--- src/rtl/bitnet_pkg.sv ---
// Shared types, default geometry and the per-lane vote rule for the bitnet unit array.
package bitnet_pkg;

  localparam int unsigned LANES      = 8;
  localparam int unsigned DEPTH_DEF  = 4;
  localparam int unsigned ACC_W_DEF  = 4;
  localparam int unsigned THRESH_DEF = 8;

  // Lane vector at the default lane count; wider arrays use logic [N-1:0] directly.
  typedef logic [LANES-1:0] lane_vec_t;

  // Result of one backward vote on a lane: flip request plus the counter's next value.
  typedef struct packed {
    logic        flip;
    logic [31:0] cnt;
  } vote_t;

  // One lane's backward vote.
  //   s=1, bin=1 : count up; reaching THRESH flips the weight and clears the counter.
  //   s=1, bin=0 : count down, floored at zero.
  //   s=0        : the lane took no part in the forward pass, so the counter holds.
  function automatic vote_t flip_vote(logic s, logic bin, logic [31:0] cnt, logic [31:0] thresh);
    vote_t v;
    v.flip = 1'b0;
    v.cnt  = cnt;
    if (s) begin
      if (bin) begin
        if (cnt == thresh - 32'd1) begin
          v.flip = 1'b1;
          v.cnt  = 32'd0;
        end else begin
          v.cnt = cnt + 32'd1;
        end
      end else if (cnt != 32'd0) begin
        v.cnt = cnt - 32'd1;
      end
    end
    return v;
  endfunction

endpackage

--- src/rtl/bitnet_unit_array_if.sv ---
// Forward/backward strobe bus of the bitnet unit array.
// BITNET_UNIT_WLOAD_EN adds the wload/wload_data weight-load lines.
interface bitnet_unit_array_if
  import bitnet_pkg::*;
#(
  parameter int unsigned N = LANES
);

  logic         fd_prop;
  logic [N-1:0] fin;
  logic         fd_ready;
  logic [N-1:0] fout;
  logic         fout_valid;
  logic         bk_prop;
  logic [N-1:0] bin;
  logic [N-1:0] bout;
  logic         bout_valid;
  logic [N-1:0] weights;
  logic         bk_underrun;
`ifdef BITNET_UNIT_WLOAD_EN
  logic         wload;
  logic [N-1:0] wload_data;
`endif

  // Upstream/downstream driver side.
  modport master (
    output fd_prop,
    output fin,
    output bk_prop,
    output bin,
`ifdef BITNET_UNIT_WLOAD_EN
    output wload,
    output wload_data,
`endif
    input  fd_ready,
    input  fout,
    input  fout_valid,
    input  bout,
    input  bout_valid,
    input  weights,
    input  bk_underrun
  );

  // Unit array side.
  modport slave (
    input  fd_prop,
    input  fin,
    input  bk_prop,
    input  bin,
`ifdef BITNET_UNIT_WLOAD_EN
    input  wload,
    input  wload_data,
`endif
    output fd_ready,
    output fout,
    output fout_valid,
    output bout,
    output bout_valid,
    output weights,
    output bk_underrun
  );

endinterface

--- src/rtl/bitnet_grad_accum.sv ---
// One lane of the bitnet unit: saturating gradient counter, weight bit and flip strobe.
module bitnet_grad_accum
  import bitnet_pkg::*;
#(
  parameter int unsigned ACC_W  = ACC_W_DEF,
  parameter int unsigned THRESH = THRESH_DEF
) (
  input  logic clk_in,
  input  logic rst_in,
  input  logic en,          // backward pass accepted this cycle
  input  logic s,           // stashed forward input bit for this lane
  input  logic e,           // error bit for this lane
  input  logic wload,
  input  logic wload_data,
  output logic w,
  output logic flip         // weight flips at this edge
);

  logic [ACC_W-1:0] cnt_q;
  logic             w_q;
  vote_t            vote;

  // Vote on the current counter; only consumed when a backward pass is accepted.
  always_comb begin
    vote = flip_vote(s, e, 32'(cnt_q), 32'(THRESH));
  end

  // A weight load overrides the vote, so no flip is reported that cycle.
  assign flip = en & ~wload & vote.flip;
  assign w    = w_q;

  // Counter and weight state; load beats vote, vote only on accepted backward passes.
  always_ff @(posedge clk_in) begin
    if (!rst_in) begin
      cnt_q <= '0;
      w_q   <= 1'b0;
    end else if (wload) begin
      cnt_q <= '0;
      w_q   <= wload_data;
    end else if (en) begin
      cnt_q <= ACC_W'(vote.cnt);
      if (vote.flip) begin
        w_q <= ~w_q;
      end
    end
  end

endmodule

--- src/rtl/bitnet_unit_array.sv ---
// N-lane binary unit (one bitnet layer slice): forward XOR with per-lane weights, a stash of
// in-flight forward inputs, and backward error gating that flips weights once enough errors
// accumulate on a lane. BITNET_UNIT_WLOAD_EN adds a direct weight-load path.
module bitnet_unit_array
  import bitnet_pkg::*;
#(
  parameter int unsigned N      = LANES,
  parameter int unsigned DEPTH  = DEPTH_DEF,
  parameter int unsigned ACC_W  = ACC_W_DEF,
  parameter int unsigned THRESH = THRESH_DEF
) (
  input logic                clk_in,
  input logic                rst_in,
  bitnet_unit_array_if.slave bus
);

  localparam int unsigned PtrW = $clog2(DEPTH);
  localparam int unsigned CntW = PtrW + 1;

  logic [N-1:0]    stash_q [DEPTH];
  logic [PtrW-1:0] head_q;
  logic [PtrW-1:0] tail_q;
  logic [CntW-1:0] count_q;

  logic            full;
  logic            empty;
  logic            fd_acc;
  logic            bk_acc;
  logic [N-1:0]    head_s;

  logic [N-1:0]    weights;
  logic [N-1:0]    flip;
  logic            wload;
  logic [N-1:0]    wload_data;

  logic [N-1:0]    fout_q;
  logic            fout_valid_q;
  logic [N-1:0]    bout_q;
  logic            bout_valid_q;
  logic            underrun_q;

`ifdef BITNET_UNIT_WLOAD_EN
  assign wload      = bus.wload;
  assign wload_data = bus.wload_data;
`else
  assign wload      = 1'b0;
  assign wload_data = '0;
`endif

  // Acceptance depends on registered occupancy only, so a full stash rejects a forward
  // strobe even if a backward pop happens on the same edge.
  assign full   = (count_q == CntW'(DEPTH));
  assign empty  = (count_q == '0);
  assign fd_acc = bus.fd_prop & ~full;
  assign bk_acc = bus.bk_prop & ~empty;
  assign head_s = stash_q[head_q];

  // Stash payload; no reset needed since occupancy is tracked by count_q.
  always_ff @(posedge clk_in) begin
    if (fd_acc) begin
      stash_q[tail_q] <= bus.fin;
    end
  end

  // Stash pointers and occupancy; pointers wrap naturally as DEPTH is a power of two.
  always_ff @(posedge clk_in) begin
    if (!rst_in) begin
      head_q  <= '0;
      tail_q  <= '0;
      count_q <= '0;
    end else begin
      if (fd_acc) begin
        tail_q <= tail_q + 1'b1;
      end
      if (bk_acc) begin
        head_q <= head_q + 1'b1;
      end
      case ({fd_acc, bk_acc})
        2'b10:   count_q <= count_q + 1'b1;
        2'b01:   count_q <= count_q - 1'b1;
        default: count_q <= count_q;
      endcase
    end
  end

  // Per-lane gradient counters and weight bits.
  for (genvar i = 0; i < int'(N); i++) begin : g_lane
    bitnet_grad_accum #(
      .ACC_W  (ACC_W),
      .THRESH (THRESH)
    ) u_accum (
      .clk_in     (clk_in),
      .rst_in     (rst_in),
      .en         (bk_acc),
      .s          (head_s[i]),
      .e          (bus.bin[i]),
      .wload      (wload),
      .wload_data (wload_data[i]),
      .w          (weights[i]),
      .flip       (flip[i])
    );
  end

  // Forward result uses the weights from before this edge's flips or load.
  always_ff @(posedge clk_in) begin
    if (!rst_in) begin
      fout_q       <= '0;
      fout_valid_q <= 1'b0;
    end else begin
      fout_valid_q <= fd_acc;
      if (fd_acc) begin
        fout_q <= bus.fin ^ weights;
      end
    end
  end

  // Backward error passes upstream except on lanes whose weight this pass corrected.
  always_ff @(posedge clk_in) begin
    if (!rst_in) begin
      bout_q       <= '0;
      bout_valid_q <= 1'b0;
      underrun_q   <= 1'b0;
    end else begin
      bout_valid_q <= bk_acc;
      if (bk_acc) begin
        bout_q <= bus.bin & ~flip;
      end
      if (bus.bk_prop && empty) begin
        underrun_q <= 1'b1;
      end
    end
  end

  assign bus.fd_ready    = ~full;
  assign bus.fout        = fout_q;
  assign bus.fout_valid  = fout_valid_q;
  assign bus.bout        = bout_q;
  assign bus.bout_valid  = bout_valid_q;
  assign bus.weights     = weights;
  assign bus.bk_underrun = underrun_q;

endmodule
--- src/flat_wrapper.sv ---
// flat-port wrapper written by rule: the top's interface ports become plain ports
module bitnet_unit_array_flat import bitnet_pkg::*;
#(
  parameter int unsigned N      = LANES,
  parameter int unsigned DEPTH  = DEPTH_DEF,
  parameter int unsigned ACC_W  = ACC_W_DEF,
  parameter int unsigned THRESH = THRESH_DEF
)
  (clk_in, rst_in, bus_fd_prop, bus_fin, bus_bk_prop, bus_bin, bus_fd_ready, bus_fout, bus_fout_valid, bus_bout, bus_bout_valid, bus_weights, bus_bk_underrun);
  bitnet_unit_array_if #(.N(N)) bus_i ();
  input logic clk_in;
  input logic rst_in;
  input wire logic [$bits(bus_i.fd_prop)-1:0] bus_fd_prop;
  input wire logic [$bits(bus_i.fin)-1:0] bus_fin;
  input wire logic [$bits(bus_i.bk_prop)-1:0] bus_bk_prop;
  input wire logic [$bits(bus_i.bin)-1:0] bus_bin;
  output wire logic [$bits(bus_i.fd_ready)-1:0] bus_fd_ready;
  output wire logic [$bits(bus_i.fout)-1:0] bus_fout;
  output wire logic [$bits(bus_i.fout_valid)-1:0] bus_fout_valid;
  output wire logic [$bits(bus_i.bout)-1:0] bus_bout;
  output wire logic [$bits(bus_i.bout_valid)-1:0] bus_bout_valid;
  output wire logic [$bits(bus_i.weights)-1:0] bus_weights;
  output wire logic [$bits(bus_i.bk_underrun)-1:0] bus_bk_underrun;
  assign bus_i.fd_prop = bus_fd_prop;
  assign bus_i.fin = bus_fin;
  assign bus_i.bk_prop = bus_bk_prop;
  assign bus_i.bin = bus_bin;
  assign bus_fd_ready = bus_i.fd_ready;
  assign bus_fout = bus_i.fout;
  assign bus_fout_valid = bus_i.fout_valid;
  assign bus_bout = bus_i.bout;
  assign bus_bout_valid = bus_i.bout_valid;
  assign bus_weights = bus_i.weights;
  assign bus_bk_underrun = bus_i.bk_underrun;
  bitnet_unit_array #(.N(N), .DEPTH(DEPTH), .ACC_W(ACC_W), .THRESH(THRESH)) u_core (.clk_in(clk_in), .rst_in(rst_in), .bus(bus_i));
endmodule
--- config.mk ---
export PLATFORM = sky130hd
export DESIGN_NAME = bitnet_unit_array_flat
export DESIGN_NICKNAME = d
export VERILOG_FILES = /design/src/rtl/bitnet_pkg.sv /design/src/rtl/bitnet_unit_array_if.sv /design/src/rtl/bitnet_grad_accum.sv /design/src/rtl/bitnet_unit_array.sv /design/src/flat_wrapper.sv
export SDC_FILE = /design/constraint.sdc
export NUM_CORES = 1
export LEC_CHECK = 0
export BUFFER_PORTS_ARGS = -buffer_cell sky130_fd_sc_hd__buf_2
export CORE_ASPECT_RATIO = 0.5
export CORE_UTILIZATION = 50
export DETAILED_ROUTE_END_ITERATION = 6
export PLACE_DENSITY = 0.77
export SYNTH_ARGS = -nofsm -noshare
export SYNTH_HDL_FRONTEND = slang
export SYNTH_HIERARCHICAL = 1
export SYNTH_SLANG_ARGS = --single-unit
--- constraint.sdc ---
create_clock -name clk_in -period 2.93 [get_ports clk_in]
set_input_delay 0.1465 -clock clk_in [delete_from_list [all_inputs] [get_ports clk_in]]
set_output_delay 0.1465 -clock clk_in [all_outputs]
set_load 0.03 [all_outputs]
# After elaboration in Yosys (flattened, before gate mapping)
# Memory sizes are Yosys's and may differ from the RTL's. A register that Yosys moved wholly into a read port is not among the register bits.
# Cells that the tools add are included.
# totals
memories	1
word_cells	167
ram_bits	32
regBits	66
# mem_list
name	depth	width	rd	rd_ports_with_merged_regs	wr	line_no	source
u_core.stash_q	4	8	1	1	1	bitnet_unit_array.sv:20	logic [N-1:0] stash_q [DEPTH];
# classes
mux	53
reduce_logical	35
eq_ne	11
addsub	20
bitwise	23
# ops
cell	n
32-bit 2-to-1 mux	16
33-bit 2-to-1 mux	8
4-bit by 1-bit adder with 5-bit output, second input constant	8
5-bit 2-to-1 mux	8
4-bit by 1-bit subtractor with 5-bit output, second input constant	8
4-bit by 3-bit == test with 1-bit output, second input constant	8
4-bit nonzero test	8
3-bit AND reduction	8
1-bit 2-to-1 mux	18
2-bit nonzero test	9
2-bit AND reduction	8
1-bit AND	10
1-bit inverter	10
8-bit AND	1
8-bit inverter	1
8-bit bitwise XOR	1
3-bit one-hot mux with 2 select lines	1
2-bit by 1-bit adder with 2-bit output, second input constant	2
2-bit 2-to-1 mux	2
3-bit by 1-bit adder with 3-bit output, second input constant	1
3-bit == test, second input constant	1
3-bit zero test	1
3-bit by 1-bit subtractor with 3-bit output, second input constant	1
2-bit by 1-bit == test with 1-bit output, second input constant	1
2 further kinds	2

# Depth between registers and ports, before layout
# depth
word_depth	7
mapped_depth	11
depth_no_buf	9

# Hierarchy
# The synthesis kept the hierarchy.
# modules_own_cells
mod	instances	area_per_inst_um2	cells_each
bitnet_grad_accum	8	370.4	45
bitnet_unit_array	1	2416.1	175

# Worst setup path after synthesis
# OpenSTA, ideal clock, no wires.
# synth_path
path_kind	register to register
from	reg u_core.count_q[0]
to	reg u_core.count_q[2]
arrival_time_ns	3.027
stages_incl_launch_ff	9
path_slack_ns	-0.172
path_cell_list	dfxtp_1 > o31a_1 > clkbuf_1 > ha_1 > inv_1 > fa_1 > xor2_1 > or3_1 > a21boi_0
# synth_via
elab_chain_len	5
word_cells_on_any_way	12
# synth_rtl
element	line_no	source
start, declared	bitnet_unit_array.sv:23	logic [CntW-1:0] count_q;
start signal, assigned	bitnet_unit_array.sv:79	2'b10: count_q <= count_q + 1'b1;
start signal, assigned	bitnet_unit_array.sv:80	2'b01: count_q <= count_q - 1'b1;
start signal, assigned	bitnet_unit_array.sv:81	default: count_q <= count_q;
3-bit zero test *	bitnet_unit_array.sv:53	assign empty = (count_q == '0);
1-bit inverter *	bitnet_unit_array.sv:55	assign bk_acc = bus.bk_prop & ~empty;
1-bit AND *	bitnet_unit_array.sv:55	
via u_core.bk_acc	bitnet_unit_array.sv:28	logic bk_acc;
2-bit by 1-bit == test with 1-bit output / 2-bit == test (equally long branches)	bitnet_unit_array.sv:78	case ({fd_acc, bk_acc})
3-bit one-hot mux with 2 select lines / 2-bit nonzero test (equally long branches)	-	
# Mark *: on every way through the listed nets, which the timed path passes. The rest lies on a longest branch.
# A chain may end at the register's enable or synchronous reset.

# Worst setup path after layout
# layout_path
from	reg u_core.count_q[2]
to	reg u_core.count_q[2]
# layout_via
elab_chain_len	5
word_cells_on_any_way	12
# layout_rtl
element	line_no
3-bit == test / 3-bit zero test (equally long branches)	bitnet_unit_array.sv:52, bitnet_unit_array.sv:53
1-bit inverter, on equally long branches	bitnet_unit_array.sv:54, bitnet_unit_array.sv:55
1-bit AND, on equally long branches	bitnet_unit_array.sv:54, bitnet_unit_array.sv:55
2-bit by 1-bit == test with 1-bit output / 2-bit == test (equally long branches)	bitnet_unit_array.sv:78
3-bit one-hot mux with 2 select lines / 2-bit nonzero test (equally long branches)	-
# Parallel ways exist; a longest one is shown, timed or not.

==> metrics.txt <==
fraction of layout cells with a size suffix above 1 17.9%; Distinct cells, synth 43; initial antenna violation count 0; post_cts resized 0; Main synth FF type dfxtp_1; final-stage net count 642; vias post-DR 4330; fill cell count 852; Util after Layout 58.8%; Tightest Pin Transition 0.703 ns; Synth top area share 25.3%; post-DP HPWL 7590 µm; flip-flop and latch area 0.00232 mm²; Reg clk slew, reported paths 0.06 ns; peak supply drop 352 µV; count of final setup violators 0; Vias/cell 5.81; most frequent cells in the layout dfxtp_1, buf_2, nand2_1; Clock Tree Buf Depth 2; Area growth syn-to-layout 13.0%; HP Class in2reg; # IOs 48; Crit path required time 3.20 ns; Avg Cell Area, Syn 10.1 µm²; CP max stage cell fa_1; max_slew headroom 53.1%; Mapped Area 0.00538 mm²; final antenna-violating net count 0; synth top area cells dfxtp_1, edfxtp_1, ha_1; Arrival @ worst endpoint 2.66 ns; root buffer cell clkbuf_16; Post-Route Skew 0.00304 ns; cell count after synthesis 535; post-cts hold buffer count 0; Max Slew Vio Count 0; Seq/Total Area, Yosys 43.2%; RSZ-0062 raised after global routing no; Fin. Hold Viols 0; cells on worst reg2reg path 9; vias in the first global route 3690; RePlAce Congestion 0.826; stages on the worst setup path 9; CTS buffer count 9; PwrDens 657 mW/mm²; Max-cap violations 0; Rows 26; First-pass DRT Iterations 4; synth warn 6; initial core utilization 52.0%; area occupied by multi-input gates 0.00293 mm²; fraction of registers with async set/reset 0%; status finished, final reports clean; Post-route DRC 0; Die Span Y 75.3 µm; crit path cell chain or3b_1 > and2_4 > inv_1 > ha_1 > inv_1 > fa_1 > xor2_1 > or3_1 > a21boi_0; CP peak stage delay 0.39 ns; delay-heaviest family, CP simple AND/OR/NAND/NOR gates; Post-synth EDFFs 32; Setup crit start kind flop; area leader, netlist dfxtp_1; # clock sinks 100; most common cell after layout, fill and taps aside dfxtp_1; total gr overflow 0; Worst Path Class, Setup reg2reg; CP dominant cell by count inv_1; period utilisation layout 81.4%; DRT Wirelength 11300 µm; Critical Path Sink Type flop; Yosys reg bits 100; GR Util All Layers 20.9%; Setup Fix Bufs, Post-CTS 0; Fmax 419 MHz; setup TNS 0 ns; Final Cell Area 0.00608 mm²; Placement Cell Area 0.00581 mm²; core region area 0.0103 mm²; worst skew pair latency 0.34 ns; Die Width 149 µm; Die ar. 0.0112 mm²; global-route wire length before repair 18000 µm; hold path depth 1; H-Tree Depth 3; Ant. Diodes 0; pin count of the biggest net entering global routing 69; I/O Buffers 47; Period minus WS final 2.39 ns; overall power 4.00 mW; P_leak 2.29 nW; Hold Slack 0.0396 ns; CP Max Fanout 11; wire length per cell 15.2 µm; Buf/Inv on CP 2; Initial DRC Count 359; CTS tree yes
==> synth_stat cells (8+ instances only) <==
cell type	number
edfxtp_1	32
and4b_1	8
xnor2_1	9
nand2_1	38
dfxtp_1	68
nor3_1	17
buf_2	12
o21bai_1	8
mux4_2	8
nand3_1	16
a31oi_1	24
o21ai_0	34
a21oi_2	8
nand4_1	8
nand2b_1	9
or4b_4	8
o211a_1	8
a21oi_1	26
a31o_1	8
a221oi_1	8
nand3b_1	16
or4_2	8
nor2_1	8
ha_1	21
or3_1	17
mux2i_1	10
nand4b_1	25
nor4_1	8
a211o_2	8
inv_1	30
==> per-stage QoR <==
| step | setup slack, ns | cells |
|---|---|---|
| after floorplan | 0.444 | 558 |
| after global placement | 0.675 | 729 |
| after detailed placement | 0.577 | 729 |
| after CTS | 0.552 | 745 |
| after global routing | 0.395 | 745 |
| final | 0.544 | 745 |
==> where the power goes <==
| group | leakage [nW] | total, mW | internal [mW] | switching, mW |
|---|---|---|---|---|
| Sequential | 0.849 | 1.74 | 1.59 | 0.149 |
| Clock | 0.136 | 1.10 | 0.600 | 0.498 |
| Combinational | 1.31 | 1.15 | 0.426 | 0.729 |
==> flip-flops by register name, summed over array words and instances (netlist names), named ones only <==
name / flops
u_core/count_q: 3
u_core/head_q: 2
u_core/g_lane.u_accum/w: 8
u_core/g_lane.u_accum/cnt_q: 32
u_core/bus.fout: 8
u_core/bus.fout_valid: 1
u_core/tail_q: 2
u_core/bus.bk_underrun: 1
u_core/bus.bout: 8
u_core/stash_q: 32
u_core/bus.bout_valid: 1
==> layer usage <==
layer | part of all wire, % | routed length (µm) | global-route usage [%] | up-vias
met5 | 0 | 0 | 0 | -
met4 | 1.2 | 138 | 6.41 | 0
met3 | 4.2 | 478 | 5.27 | 14
met2 | 46 | 5180 | 34.4 | 108
met1 | 49 | 5510 | 27.6 | 2051
li1 | - | - | - | 2157
==> cell families after synthesis <==
group	count (synthesis)	synth area share, %
multiplexers	18	5.21
flip-flops	100	43.2
XOR/XNOR	11	1.79
other	1	0.0697
buffers and inverters	50	3.91
AND/OR/NAND/NOR	199	23.9
adder cells (fa/ha/maj)	22	5.26
AO/OA/AOI/OAI	134	16.7
==> layout make-up <==
class,count,area share [%]
Clock buffer,12,4.07
Clock inverter,4,0.391
Inverter,30,1.85
Multi-Input combinational cell,408,48.3
Sequential cell,100,38.2
Tap cell,140,2.88
Timing Repair Buffer,51,4.36
==> worst paths after layout <==
kind | endpoint | slack [ns] | start
min | u_core/stash_q[2][1] | 0.04 | bus_fin[1]
min reg2reg | u_core/bus.bout[4] | 0.45 | u_core/bus.bout[4]
max reg2reg | u_core/count_q[2] | 0.54 | u_core/count_q[2]
max | u_core/count_q[2] | 0.54 | u_core/count_q[2]
==> worst register-to-register path, stage by stage, from the launching register on <==
cell and delay [ns]:
dfxtp_1 0.38, or3b_1 0.38, and2_4 0.22, inv_1 0.07, ha_1 0.19, inv_1 0.07
fa_1 0.39, xor2_1 0.17, or3_1 0.30, a21boi_0 0.16
(Power assumes the default switching activity.)
